==> config.mk <==
export PLATFORM = sky130hd
export DESIGN_NAME = regfile_wb_arbiter
export DESIGN_NICKNAME = d
export VERILOG_FILES = /design/src/rtl/regfile_wb_arbiter.sv
export SDC_FILE = /design/constraint.sdc
export NUM_CORES = 1
export LEC_CHECK = 0
export ABC_AREA = 1
export ABC_CLOCK_PERIOD_IN_PS = 3420
export CAP_MARGIN = 5
export CELL_PAD_IN_SITES_DETAIL_PLACEMENT = 1
export CELL_PAD_IN_SITES_GLOBAL_PLACEMENT = 1
export CORE_MARGIN = 2
export CORE_UTILIZATION = 35
export CTS_CLUSTER_DIAMETER = 80
export CTS_CLUSTER_SIZE = 28
export DETAILED_ROUTE_END_ITERATION = 6
export PLACE_DENSITY = 0.79
export SLEW_MARGIN = 20
export SYNTH_ARGS = -nofsm -noshare
export SYNTH_HDL_FRONTEND = slang
export SYNTH_SLANG_ARGS = --single-unit
export TNS_END_PERCENT = 5
==> constraint.sdc <==
create_clock -name clk -period 3.42 [get_ports clk]
set_input_delay 0.684 -clock clk [delete_from_list [all_inputs] [get_ports clk]]
set_output_delay 0.684 -clock clk [all_outputs]
set_load 0.02 [all_outputs]
==> src/rtl/regfile_wb_arbiter.sv <==
// rtl/regfile_wb_arbiter.sv - register-file write-back arbiter with sub-word masks and pending-write scoreboard
// Optional: define WB_FIXED_PRIO_EN to make loads always win write-port conflicts.
module regfile_wb_arbiter #(
    parameter int DATA_W = 32,
    parameter int ADDR_W = 5,
    parameter int CNT_W  = 2
) (
    input  logic              clk,
    input  logic              rst,
    input  logic              rsv_valid,
    input  logic [ADDR_W-1:0] rsv_addr,
    input  logic              alu_valid,
    output logic              alu_ready,
    input  logic [ADDR_W-1:0] alu_addr,
    input  logic [DATA_W-1:0] alu_data,
    input  logic [1:0]        alu_size,
    input  logic              mem_valid,
    output logic              mem_ready,
    input  logic [ADDR_W-1:0] mem_addr,
    input  logic [DATA_W-1:0] mem_data,
    input  logic [1:0]        mem_size,
    output logic              rf_we,
    output logic [ADDR_W-1:0] rf_waddr,
    output logic [DATA_W-1:0] rf_wdata,
    output logic [3:0]        rf_wmask,
    input  logic [ADDR_W-1:0] rs,
    input  logic [ADDR_W-1:0] rt,
    output logic              hazard_rs,
    output logic              hazard_rt,
    output logic              err
);

    localparam int NREG = 1 << ADDR_W;
    localparam logic [CNT_W-1:0] CNT_MAX = '1;

    logic [CNT_W-1:0]  cnt     [NREG];
    logic [CNT_W-1:0]  cnt_nxt [NREG];
    logic [NREG-1:0]   inc_hit;
    logic [NREG-1:0]   dec_hit;
    logic              cnt_err;

    logic              grant_alu;
    logic              grant_mem;
    logic              granted;
    logic [ADDR_W-1:0] w_addr;
    logic [DATA_W-1:0] w_data;
    logic [1:0]        w_size;
    logic [3:0]        w_mask;

`ifdef WB_FIXED_PRIO_EN
    assign grant_mem = mem_valid;
    assign grant_alu = alu_valid && !mem_valid;
`else
    // last_mem = 1 when the most recent grant went to the load port.
    logic last_mem;

    assign grant_mem = mem_valid && (!alu_valid || !last_mem);
    assign grant_alu = alu_valid && (!mem_valid || last_mem);

    always_ff @(posedge clk or posedge rst) begin
        if (rst) begin
            last_mem <= 1'b0;
        end else if (grant_alu || grant_mem) begin
            last_mem <= grant_mem;
        end
    end
`endif

    assign alu_ready = grant_alu;
    assign mem_ready = grant_mem;
    assign granted   = grant_alu || grant_mem;

    always_comb begin
        w_addr = grant_mem ? mem_addr : alu_addr;
        w_data = grant_mem ? mem_data : alu_data;
        w_size = grant_mem ? mem_size : alu_size;
        case (w_size)
            2'b01:   w_mask = 4'b0011;
            2'b10:   w_mask = 4'b0001;
            default: w_mask = 4'b1111;
        endcase
    end

    // Register 0 is hardwired, so it never reserves nor retires a write.
    always_comb begin
        inc_hit = '0;
        dec_hit = '0;
        if (rsv_valid && rsv_addr != '0) inc_hit[rsv_addr] = 1'b1;
        if (granted && w_addr != '0)     dec_hit[w_addr]   = 1'b1;
    end

    always_comb begin
        cnt_err = 1'b0;
        for (int i = 0; i < NREG; i++) begin
            cnt_nxt[i] = cnt[i];
            if (inc_hit[i] && !dec_hit[i]) begin
                if (cnt[i] == CNT_MAX) cnt_err = 1'b1;
                else                   cnt_nxt[i] = cnt[i] + 1'b1;
            end else if (dec_hit[i] && !inc_hit[i]) begin
                if (cnt[i] == '0) cnt_err = 1'b1;
                else              cnt_nxt[i] = cnt[i] - 1'b1;
            end
        end
    end

    always_ff @(posedge clk or posedge rst) begin
        if (rst) begin
            for (int i = 0; i < NREG; i++) cnt[i] <= '0;
        end else begin
            for (int i = 0; i < NREG; i++) cnt[i] <= cnt_nxt[i];
        end
    end

    always_ff @(posedge clk or posedge rst) begin
        if (rst) begin
            rf_we    <= 1'b0;
            rf_waddr <= '0;
            rf_wdata <= '0;
            rf_wmask <= 4'b0000;
            err      <= 1'b0;
        end else begin
            rf_we <= granted && (w_addr != '0);
            if (granted) begin
                rf_waddr <= w_addr;
                rf_wdata <= w_data;
                rf_wmask <= w_mask;
            end
            if ((granted && w_size == 2'b11) || cnt_err) err <= 1'b1;
        end
    end

    assign hazard_rs = (rs != '0) && (cnt[rs] != '0);
    assign hazard_rt = (rt != '0) && (cnt[rt] != '0);

endmodule

==> impl_summary.log <==
INFO  metric grt_max_degree = 95
INFO  metric synth_common_cells = sky130_fd_sc_hd__nand2_1, sky130_fd_sc_hd__inv_1, sky130_fd_sc_hd__nor2_1
INFO  metric finalHoldWorstSlack = 0.483 ns
INFO  metric dp_worst_setup_slack = -0.149 ns
INFO  metric io_buffer_count = 144
INFO  metric cp-startpoint = rs[1]
INFO  metric synth.yosys.seq_area_share = 0.330
INFO  metric synthDominantAreaCellType = sky130_fd_sc_hd__dfrtp_1
INFO  metric detailedRoute.firstIterationViolations = 393
INFO  metric yosys.cell_count.top_type = sky130_fd_sc_hd__nand2_1
INFO  metric synth-edff-count = 0
INFO  metric startpoint_type = input port
INFO  metric critPathCaptureType = output port
INFO  metric highest-signal-layer = met4
INFO  metric timing.final.setup_violations = 0
INFO  metric ys.warnings.count = 0
INFO  metric num-nets-final = 1,506
INFO  metric number_of_global_route_vias_before_repair = 8,605
INFO  metric timing.critical_path.required = 2.74 ns
INFO  metric io_pins = 145
INFO  metric detail_route.drc_violations = 0
INFO  metric worstPathMaxFanout = 9
INFO  metric maxClockFrequency = 305 MHz
INFO  metric start_util = 0.357
INFO  metric slew-limit-headroom = 0.499
INFO  metric finalCriticalPeriod = 3.28 ns
INFO  metric floorplan.die_area = 24,400 µm²
INFO  metric worst_hold_path_type = flip-flop to flip-flop
INFO  metric cts_max_path_buffers = 2
INFO  metric route.layer.met1.wl = 12,400 µm
INFO  metric grt_setup_unrepaired = false
INFO  metric maxCapViolCount = 0
INFO  metric number_of_antenna_violations_at_the_first_check_in_global_routing = 1
INFO  metric groute.usage.overall = 0.238
INFO  metric gr-total-overflow = 0
INFO  metric detailroute.via_count = 8,357
INFO  metric ff2ff_setup_slack = 0.64 ns
INFO  metric cts_made_buffers = 9
INFO  metric min_from = rf_wmask[0]$_DFFE_PP0P_
INFO  metric clock-root-buffer = sky130_fd_sc_hd__clkbuf_16
INFO  metric synth_seq_cells = 107
INFO  metric syn2layout_area_growth = 27.5%
INFO  metric fin_total_pwr = 3.91 mW
INFO  metric worst_pin_slew = 0.751 ns
INFO  metric reg2reg_from = last_mem$_DFFE_PP0P_
INFO  metric die_w = 156 µm
INFO  metric synthesis.area = 8110 µm²
INFO  metric drt_pass1_iterations = 5
INFO  metric final_antenna_net_count = 0
INFO  metric leakage_power = 5.03 nW
INFO  metric first_pass_grt_wire_length = 45,300 µm
INFO  metric synthFlopType = sky130_fd_sc_hd__dfrtp_1
INFO  metric synth_largest_type_area_fraction = 0.330
INFO  metric power_per_cell_area = 378 nW/µm²
INFO  metric run_status = finished, final reports clean
INFO  metric finish.utilization = 0.455
INFO  metric worst_ep_arrival_time = 2.59 ns
INFO  metric drive_gt1_frac = 0.0632
INFO  metric fin_skew = 0.00584 ns
INFO  metric clock-sinks = 107
INFO  metric placement_rows = 55
INFO  metric timing_max_transition_violations_final = 0
INFO  metric setup_slack = 0.144 ns
INFO  metric antennaDiodeCount = 0
INFO  metric place_hpwl = 22,600 µm
INFO  metric worstReg2RegEnd = err$_DFFE_PP0P_
INFO  metric vias_per_cell = 5.12
INFO  metric route.final.wire_length = 28,400 µm
INFO  metric synth_cells = 1,187
INFO  metric peak_supply_drop = 0.232 mV
INFO  metric setup.worst_path.end = hazard_rs
INFO  metric routedWlPerCell = 17.4 µm
INFO  metric routabilityCongestion = 0.894
INFO  metric route.met2.wl = 13,200 µm
INFO  metric synth-async-reset-ratio = 1.00
INFO  metric tritoncts = built
INFO  metric clkLatencyLatePin = 0.36 ns
INFO  metric path_clk_slew = 0.07 ns
INFO  metric worst-r2r-cell-count = 14
INFO  metric finalHoldViolCount = 0
INFO  metric post_syn_area_per_cell = 6.83 µm²
INFO  metric wl_met3 = 2040 µm
INFO  metric synth_top_cells_by_area = sky130_fd_sc_hd__dfrtp_1, sky130_fd_sc_hd__nand2_1, sky130_fd_sc_hd__ha_1
INFO  metric floorplan.die.height = 156 µm
INFO  metric h-tree-depth = 3
INFO  metric setup.worst_path.class = input port to output port
INFO  metric placeableCoreArea = 22,700 µm²
INFO  metric final_min_period_over_clock_period = 0.958
INFO  metric synth_cell_type_count = 45
## layout make-up
| type | instances | area [µm²] |
|---|---|---|
| clock buffers | 11 | 253 |
| clock inverters | 4 | 33.8 |
| fillers | 2919 | 12400 |
| inverters | 213 | 820 |
| multi-input cells | 844 | 4530 |
| flip-flops and latches | 107 | 2680 |
| well taps | 285 | 357 |
| repair buffers | 166 | 1660 |
| repair inverters | 1 | 7.51 |
## critical path, stage by stage
cell	delay (ns)
sky130_fd_sc_hd__clkdlybuf4s50_1	0.55
sky130_fd_sc_hd__clkinvlp_4	0.21
sky130_fd_sc_hd__nand3_1	0.13
sky130_fd_sc_hd__nand3_1	0.07
sky130_fd_sc_hd__nand2_1	0.06
sky130_fd_sc_hd__nand2_1	0.05
sky130_fd_sc_hd__nand3_1	0.08
sky130_fd_sc_hd__nand3b_1	0.08
sky130_fd_sc_hd__nand2_1	0.08
sky130_fd_sc_hd__clkdlybuf4s50_1	0.60
## placed cells by master, fill, tap and decap left out, types with 7 or more instances in the layout
master and n:
sky130_fd_sc_hd__a21oi_1 19, sky130_fd_sc_hd__a31oi_1 13, sky130_fd_sc_hd__buf_4 17, sky130_fd_sc_hd__clkbuf_16 9, sky130_fd_sc_hd__clkdlybuf4s50_1 142, sky130_fd_sc_hd__dfrtp_1 107
sky130_fd_sc_hd__ha_1 66, sky130_fd_sc_hd__inv_1 196, sky130_fd_sc_hd__inv_2 11, sky130_fd_sc_hd__nand2_1 263, sky130_fd_sc_hd__nand2_2 9, sky130_fd_sc_hd__nand3_1 89
sky130_fd_sc_hd__nand3b_1 7, sky130_fd_sc_hd__nand4_1 9, sky130_fd_sc_hd__nor2_1 191, sky130_fd_sc_hd__nor3_1 16, sky130_fd_sc_hd__o21ai_0 52, sky130_fd_sc_hd__o31ai_1 51
## power breakdown
group | total (mW) | internal [mW] | switching [mW] | leakage [nW]
Combinational | 1.27 | 0.495 | 0.772 | 3.53
Clock | 1.06 | 0.538 | 0.525 | 0.139
Sequential | 1.58 | 1.43 | 0.150 | 1.36
## worst min-delay path by stage
stage,end,cells past startpoint
6_report,rf_wmask[0]$_DFFE_PP0P_,1
5_1_grt,rf_wdata[7]$_DFFE_PP0P_,2
4_1_cts,rf_wmask[0]$_DFFE_PP0P_,1
3_5_place_dp,rf_wmask[0]$_DFFE_PP0P_,1
3_3_place_gp,rf_wdata[13]$_DFFE_PP0P_,2
2_1_floorplan,cnt[54]$_DFFE_PP0P_,1
## registers in the layout, indices dropped and copies added (netlist names)
signal / cells
rf_wdata: 32
rf_we: 1
last_mem: 1
cnt: 64
rf_wmask: 3
err: 1
rf_waddr: 5
## metrics by stage
step | area, µm² | setup TNS [ns] | std cells
2_1_floorplan | 8120 | 0 | 1189
3_5_place_dp | 9990 | -0.166 | 1614
5_1_grt | 10300 | 0 | 1631
4_1_cts | 10300 | 0 | 1630
6_report | 10300 | 0 | 1631
3_3_place_gp | 9990 | -0.0324 | 1614
## cell families after synthesis
| logic type | synth area share |
|---|---|
| other cells | 0.000926 |
| flops | 0.330 |
| compound gates | 0.131 |
| simple gates | 0.316 |
| fa+ha+maj | 0.102 |
| xor+xnor | 0.00648 |
| buf+inv | 0.113 |
## routing by layer
metal  up-vias  GRT usage
met5         -          0
met4         0     0.0673
met3        42     0.0659
met2       241      0.404
met1      3985      0.298
li1       4089          -
## repair_timing
item | 4_1_cts | 5_1_grt
cloned | 0 | 1
setup buffers | 1 | 0
hold buffers | 0 | 0
endpoints found under the setup margin | 1 | 3
resized for setup | 1 | 9
(Power assumes the default switching activity.)
